[src/rtl/ctrl_pkg.sv]
// ---------------------------------------------------------------------------
// ctrl_pkg
// Shared definitions for the multicycle MIPS-subset main control unit:
//   - state_e   : 4-bit FSM state encoding (codes 13..15 are unused)
//   - OP_*      : 6-bit opcode constants (IR[31:26])
//   - UC_*      : 3-bit ALU-operation class driven to the ALU control decoder
//   - PCSRC_*   : PCSource mux encodings
//   - ALUB_*    : ALUSrcB mux encodings
// Optional feature macro: MULTICYCLE_ADDI_EN (see multicycle_control).
// ---------------------------------------------------------------------------
package ctrl_pkg;

  typedef enum logic [3:0] {
    S_INIT      = 4'd0,
    S_FETCH     = 4'd1,
    S_DECODE    = 4'd2,
    S_MEM_ADDR  = 4'd3,
    S_MEM_RD    = 4'd4,
    S_MEM_WB    = 4'd5,
    S_MEM_WR    = 4'd6,
    S_R_EXEC    = 4'd7,
    S_R_WB      = 4'd8,
    S_BRANCH    = 4'd9,
    S_JUMP      = 4'd10,
    S_ADDI_EXEC = 4'd11,
    S_ADDI_WB   = 4'd12
  } state_e;

  localparam logic [5:0] OP_RTYPE = 6'b000000;
  localparam logic [5:0] OP_LW    = 6'b100011;
  localparam logic [5:0] OP_SW    = 6'b101011;
  localparam logic [5:0] OP_BEQ   = 6'b000100;
  localparam logic [5:0] OP_J     = 6'b000010;
  localparam logic [5:0] OP_ADDI  = 6'b001000;

  localparam logic [2:0] UC_ADD   = 3'b000;
  localparam logic [2:0] UC_SUB   = 3'b001;
  localparam logic [2:0] UC_RTYPE = 3'b111;

  localparam logic [1:0] PCSRC_ALU    = 2'b00;
  localparam logic [1:0] PCSRC_ALUOUT = 2'b01;
  localparam logic [1:0] PCSRC_JUMP   = 2'b10;

  localparam logic [1:0] ALUB_REG     = 2'b00;
  localparam logic [1:0] ALUB_FOUR    = 2'b01;
  localparam logic [1:0] ALUB_IMM     = 2'b10;
  localparam logic [1:0] ALUB_IMM_SH2 = 2'b11;

  // True for the two opcodes that share the MEM_ADDR address computation.
  function automatic logic is_mem_op(input logic [5:0] op);
    return (op == OP_LW) || (op == OP_SW);
  endfunction

endpackage

[src/rtl/multicycle_ctrl_decode.sv]
// ---------------------------------------------------------------------------
// multicycle_ctrl_decode
// Purely combinational output decode for the multicycle control FSM.
//   state_i        in  4  current FSM state
//   mem_ready_i    in  1  memory handshake (only used in FETCH and MEM_WR)
//   *_o            out    datapath enables / mux selects, see multicycle_control
// Optional feature macro: MULTICYCLE_ADDI_EN (enables ADDI_EXEC/ADDI_WB decode).
// ---------------------------------------------------------------------------
module multicycle_ctrl_decode
  import ctrl_pkg::*;
(
  input  state_e     state_i,
  input  logic       mem_ready_i,
  output logic       pc_write_o,
  output logic       pc_write_cond_o,
  output logic       i_or_d_o,
  output logic       mem_read_o,
  output logic       mem_write_o,
  output logic       mem_to_reg_o,
  output logic       ir_write_o,
  output logic       alu_src_a_o,
  output logic       reg_write_o,
  output logic       reg_dst_o,
  output logic [1:0] pc_source_o,
  output logic [1:0] alu_src_b_o,
  output logic [2:0] uc_o,
  output logic       instr_done_o
);

  always_comb begin
    pc_write_o      = 1'b0;
    pc_write_cond_o = 1'b0;
    i_or_d_o        = 1'b0;
    mem_read_o      = 1'b0;
    mem_write_o     = 1'b0;
    mem_to_reg_o    = 1'b0;
    ir_write_o      = 1'b0;
    alu_src_a_o     = 1'b0;
    reg_write_o     = 1'b0;
    reg_dst_o       = 1'b0;
    pc_source_o     = PCSRC_ALU;
    alu_src_b_o     = ALUB_REG;
    uc_o            = UC_ADD;
    instr_done_o    = 1'b0;

    case (state_i)
      S_FETCH: begin
        mem_read_o  = 1'b1;
        alu_src_b_o = ALUB_FOUR;
        // PC+4 and IR capture only commit in the cycle the fetch completes.
        pc_write_o  = mem_ready_i;
        ir_write_o  = mem_ready_i;
      end
      S_DECODE: begin
        // Speculative branch target into ALUOut.
        alu_src_b_o = ALUB_IMM_SH2;
      end
      S_MEM_ADDR: begin
        alu_src_a_o = 1'b1;
        alu_src_b_o = ALUB_IMM;
      end
      S_MEM_RD: begin
        mem_read_o = 1'b1;
        i_or_d_o   = 1'b1;
      end
      S_MEM_WB: begin
        reg_write_o  = 1'b1;
        mem_to_reg_o = 1'b1;
        instr_done_o = 1'b1;
      end
      S_MEM_WR: begin
        mem_write_o  = 1'b1;
        i_or_d_o     = 1'b1;
        instr_done_o = mem_ready_i;
      end
      S_R_EXEC: begin
        alu_src_a_o = 1'b1;
        uc_o        = UC_RTYPE;
      end
      S_R_WB: begin
        reg_write_o  = 1'b1;
        reg_dst_o    = 1'b1;
        instr_done_o = 1'b1;
      end
      S_BRANCH: begin
        alu_src_a_o     = 1'b1;
        uc_o            = UC_SUB;
        pc_write_cond_o = 1'b1;
        pc_source_o     = PCSRC_ALUOUT;
        instr_done_o    = 1'b1;
      end
      S_JUMP: begin
        pc_write_o   = 1'b1;
        pc_source_o  = PCSRC_JUMP;
        instr_done_o = 1'b1;
      end
`ifdef MULTICYCLE_ADDI_EN
      S_ADDI_EXEC: begin
        alu_src_a_o = 1'b1;
        alu_src_b_o = ALUB_IMM;
      end
      S_ADDI_WB: begin
        reg_write_o  = 1'b1;
        instr_done_o = 1'b1;
      end
`endif
      default: ; // INIT and unused codes: everything stays 0
    endcase
  end

endmodule

[src/rtl/multicycle_control.sv]
// ---------------------------------------------------------------------------
// multicycle_control
// Multicycle main control unit for the MIPS-subset datapath. Holds the FSM
// state register and next-state logic; output decode lives in
// multicycle_ctrl_decode.
//   clk, rst_n     in      clock, asynchronous active-low reset
//   Opcode         in  6   IR[31:26]
//   MemReady       in  1   memory completed the current access this cycle
//   PCWrite .. RegDst out 1 datapath enables / selects
//   PCSource       out 2   00 ALU, 01 ALUOut, 10 jump target
//   ALUSrcB        out 2   00 B, 01 4, 10 imm, 11 imm<<2
//   UC             out 3   000 add, 001 sub, 111 funct-decoded
//   InstrDone      out 1   pulse on an instruction's final cycle
//   IllegalOp      out 1   pulse in DECODE on an unsupported opcode
//   State          out 4   current state (debug)
// Optional feature macro: MULTICYCLE_ADDI_EN -- when defined, addi is executed
// via ADDI_EXEC/ADDI_WB; otherwise opcode 001000 is illegal.
// ---------------------------------------------------------------------------
module multicycle_control
  import ctrl_pkg::*;
(
  input  logic       clk,
  input  logic       rst_n,
  input  logic [5:0] Opcode,
  input  logic       MemReady,
  output logic       PCWrite,
  output logic       PCWriteCond,
  output logic       IorD,
  output logic       MemRead,
  output logic       MemWrite,
  output logic       MemtoReg,
  output logic       IRWrite,
  output logic       ALUSrcA,
  output logic       RegWrite,
  output logic       RegDst,
  output logic [1:0] PCSource,
  output logic [1:0] ALUSrcB,
  output logic [2:0] UC,
  output logic       InstrDone,
  output logic       IllegalOp,
  output logic [3:0] State
);

  state_e state_q, state_d;
  logic   opcode_legal;

  always_comb begin
    opcode_legal = 1'b1;
    case (Opcode)
      OP_RTYPE, OP_LW, OP_SW, OP_BEQ, OP_J: opcode_legal = 1'b1;
`ifdef MULTICYCLE_ADDI_EN
      OP_ADDI:                              opcode_legal = 1'b1;
`endif
      default:                              opcode_legal = 1'b0;
    endcase
  end

  always_comb begin
    state_d = S_INIT;
    case (state_q)
      S_INIT:   state_d = S_FETCH;
      S_FETCH:  state_d = MemReady ? S_DECODE : S_FETCH;
      S_DECODE: begin
        if (is_mem_op(Opcode))       state_d = S_MEM_ADDR;
        else if (Opcode == OP_RTYPE) state_d = S_R_EXEC;
        else if (Opcode == OP_BEQ)   state_d = S_BRANCH;
        else if (Opcode == OP_J)     state_d = S_JUMP;
`ifdef MULTICYCLE_ADDI_EN
        else if (Opcode == OP_ADDI)  state_d = S_ADDI_EXEC;
`endif
        else                         state_d = S_FETCH;
      end
      // IR is stable here, so the lw/sw split can use the live opcode.
      S_MEM_ADDR: state_d = (Opcode == OP_LW) ? S_MEM_RD : S_MEM_WR;
      S_MEM_RD:   state_d = MemReady ? S_MEM_WB : S_MEM_RD;
      S_MEM_WB:   state_d = S_FETCH;
      S_MEM_WR:   state_d = MemReady ? S_FETCH : S_MEM_WR;
      S_R_EXEC:   state_d = S_R_WB;
      S_R_WB:     state_d = S_FETCH;
      S_BRANCH:   state_d = S_FETCH;
      S_JUMP:     state_d = S_FETCH;
`ifdef MULTICYCLE_ADDI_EN
      S_ADDI_EXEC: state_d = S_ADDI_WB;
      S_ADDI_WB:   state_d = S_FETCH;
`endif
      default:    state_d = S_INIT;
    endcase
  end

  always_ff @(posedge clk or negedge rst_n) begin
    if (!rst_n) state_q <= S_INIT;
    else        state_q <= state_d;
  end

  multicycle_ctrl_decode u_decode (
    .state_i         (state_q),
    .mem_ready_i     (MemReady),
    .pc_write_o      (PCWrite),
    .pc_write_cond_o (PCWriteCond),
    .i_or_d_o        (IorD),
    .mem_read_o      (MemRead),
    .mem_write_o     (MemWrite),
    .mem_to_reg_o    (MemtoReg),
    .ir_write_o      (IRWrite),
    .alu_src_a_o     (ALUSrcA),
    .reg_write_o     (RegWrite),
    .reg_dst_o       (RegDst),
    .pc_source_o     (PCSource),
    .alu_src_b_o     (ALUSrcB),
    .uc_o            (UC),
    .instr_done_o    (InstrDone)
  );

  assign IllegalOp = (state_q == S_DECODE) && !opcode_legal;
  assign State     = state_q;

endmodule
[config.mk]
export PLATFORM = sky130hd
export DESIGN_NAME = multicycle_control
export DESIGN_NICKNAME = d
export VERILOG_FILES = /design/src/rtl/ctrl_pkg.sv /design/src/rtl/multicycle_ctrl_decode.sv /design/src/rtl/multicycle_control.sv
export SDC_FILE = /design/constraint.sdc
export NUM_CORES = 1
export LEC_CHECK = 0
export BUFFER_PORTS_ARGS = -buffer_cell sky130_fd_sc_hd__buf_4
export CAP_MARGIN = 20
export CORE_AREA = 2 2 39 41
export DETAILED_ROUTE_END_ITERATION = 7
export DIE_AREA = 0 0 41 43
export PLACE_DENSITY = 0.8
export SETUP_SLACK_MARGIN = 0.02
export SLEW_MARGIN = 20
export SYNTH_ARGS = -nofsm -noshare
export SYNTH_HDL_FRONTEND = slang
export SYNTH_SLANG_ARGS = --single-unit
[constraint.sdc]
create_clock -name clk -period 2.4 [get_ports clk]
set_input_delay 0.36 -clock clk [delete_from_list [all_inputs] [get_ports clk]]
set_output_delay 0.36 -clock clk [all_outputs]
set_load 0.02 [all_outputs]
==> impl_metrics.csv <==
group,metric,value,unit
sta,worst_slack,0.314,ns
route,avgRoutedWirePerCell,12.8,um
global_routing,grt_pass1_vias,541,
worst_setup_path,worst_path_max_delay_cell,"or4b_4",
clock_network,numCtsBuffers,3,
route,ant_nets,0,
layout,largest_reg_flops,4,
run_status,status,"complete, no violations",
place,io_buffer_count,31,
clock_network,cts_tree,"yes",
clock_network,root_buffer,"clkbuf_4",
synth,synth_nets,82,
clock_network,holdBufCountCts,1,
die,rows,14,
power_and_ir_drop,vdd_drop_max,0.506,mV
clock_network,clk_latency,0.26,ns
global_routing,grt_max_degree,20,
global_routing,track_usage,0.191,
route,vias,652,
worst_setup_path,slowest_delay,0.57,ns
synth,synth_seq_cells,4,
sta,slew_headroom,0.693,
global_routing,antenna_found_initial,0,
route,drc,0,
layout,fillCellCount,139,
synth,synth_top_area_cell,"dfrtp_1",
die,die_y,43,um
place,dp.cells,116,
sta,tightest_slew,0.461,ns
layout,fin_cells,120,
synth,ys_seq_area_frac,0.192,
synth,synthTopCellsByArea,"dfrtp_1 (19%), nor2_1 (8.7%), nand2b_1 (8.4%)",
worst_setup_path,path_cells,"or4b_4, nor3_1, buf_4",
synth,syn_area,520,sq um
worst_setup_path,path_class,"flip-flop to output pin",
clock_network,cts_setup_buffers,0,
worst_setup_path,crit_arrival,1.73,ns
clock_network,clock_sinks,4,
synth,avgSynthCellArea,7.13,sq um
layout,multiInputGateArea,382,sq um
global_routing,grt-ovfl-total,0,
die,dieArea,1760,sq um
place,dp_hpwl,1.15,mm
synth,async_flop_share,1.00,
worst_setup_path,crit_path_max_fanout,16,
sta,drv_slew,0,
synth,synthCells,73,
sta,finalSetupViolations,0,
global_routing,grt_pass1_wl,2.27,mm
power_and_ir_drop,leakagePower,0.000370,uW
sta,setup_tns,0,ns
synth,ys_types,35,
synth,synth-main-ff-cell,"dfrtp_1",
worst_setup_path,start_kind,"flip-flop",
worst_setup_path,end_kind,"output pin",
layout,diodes,0,
sta,hold_viol,0,
die,coreArea,1380,sq um
layout,nets,115,
layout,regArea,100,sq um
sta,fmax,0.479,GHz
route,drt-initial-drc-count,18,
synth,synth_enable_flop_cells,0,
run,cap_violations,0,
clock_network,h-tree-depth,1,
place,pre_cts_slack,0.596,ns
worst_setup_path,worstPathRequired,2.04,ns
synth,yosys-top-cells-count,"nor2_1 (12), nand2b_1 (7), nor3_1 (6)",
route,avgViaCountPerCell,5.43,
min_path,hold_class,"input port to async pin",
synth,yosys_warnings,0,
die,pin_count,32,
clock_network,clk_pin_slew,0.04,ns
sta,fin_crit,2.09,ns
sta,skew,0.00494,ns
route,dr.pass1.iters,4,
sta,period_share,0.869,
layout,synthToLayoutAreaGrowth,51.0,%
die,die_w,41,um
layout,layout-drive-gt1-share,0.365,
place,routabilityCongestion,0.779,
clock_network,cts_resized,0,
synth,yosysMostFrequentCell,"nor2_1",
route,drt_wl_total,1.54,mm
power_and_ir_drop,p_per_area,1150,nW/um^2
die,start_util,0.376,
synth,yosysTopAreaCellShare,0.192,
clock_network,clk_path_buf_depth,2,
sta,rsz0062_at_grt,"false",
[power breakdown]
group	total (uW)	switching (uW)	internal, uW
Sequential	139	48.2	91.2
Combinational	670	375	294
Clock	92.7	36.2	56.5
Total	902	460	442
[metrics by stage]
step            util  hold slack, ns  area [sq um]  power, uW
6_report       0.568           0.442           786        902
5_1_grt        0.568           0.470           786        964
4_1_cts        0.568           0.444           786        900
3_5_place_dp   0.544           0.159           753        805
3_3_place_gp   0.544           0.156           753        794
2_1_floorplan      -          0.0644           520        571
[logic make-up after synthesis]
logic type,count (synthesis),synth area share
simple gates,41,0.445
compound gates,18,0.236
flops,4,0.192
xor+xnor,2,0.0337
mux,1,0.0192
buf+inv,7,0.0745
[path summary, 6_finish.rpt]
kind | start | end | slack, ns | depth (start not counted)
worst max register to register | State[2]$_DFF_PN0_ | State[3]$_DFF_PN0_ | 0.88 | 3
worst max-delay path | State[2]$_DFF_PN0_ | IllegalOp | 0.31 | 3
max in group asynchronous | rst_n | State[1]$_DFF_PN0_ | 1.85 | 2
worst min register to register | State[1]$_DFF_PN0_ | State[1]$_DFF_PN0_ | 0.73 | 2
worst min-delay path | rst_n | State[3]$_DFF_PN0_ | 0.44 | 2
min in group clk | Opcode[4] | State[3]$_DFF_PN0_ | 0.51 | 3
[per-layer routing]
| metal | vias up | track usage | routed length (um) |
|---|---|---|---|
| li1 | 328 | - | - |
| met1 | 286 | 0.205 | 629 |
| met2 | 32 | 0.322 | 722 |
| met3 | 6 | 0.0157 | 131 |
| met4 | 0 | 0.140 | 51 |
| met5 | - | 0 | 0 |
[critical path: cells and delay by family (launching register included)]
kind	cells	cell delay [ns]
buffers and inverters	1	0.17
AND/OR/NAND/NOR	2	0.76
flip-flops	1	0.54
[cell usage in the layout (no fill, tap or decap), types with 3 or more instances in the layout]
cell type / synthesis / final
nand2_1: 3 / 3
a21oi_1: 3 / 3
nand2b_1: 7 / 7
nor2_1: 12 / 12
buf_4: 1 / 33
nor3_1: 6 / 6
nor2b_1: 3 / 3
dfrtp_1: 4 / 4
clkbuf_4: 0 / 3
[cell type report]
class                      count  area share
clock buffer                   3      0.0287
sequential                     4       0.127
timing repair buffer          34       0.328
inverter                       1     0.00478
tap                           16      0.0255
multi-input combinational     62       0.486
No activity file was read; power rests on OpenSTA's default activity.
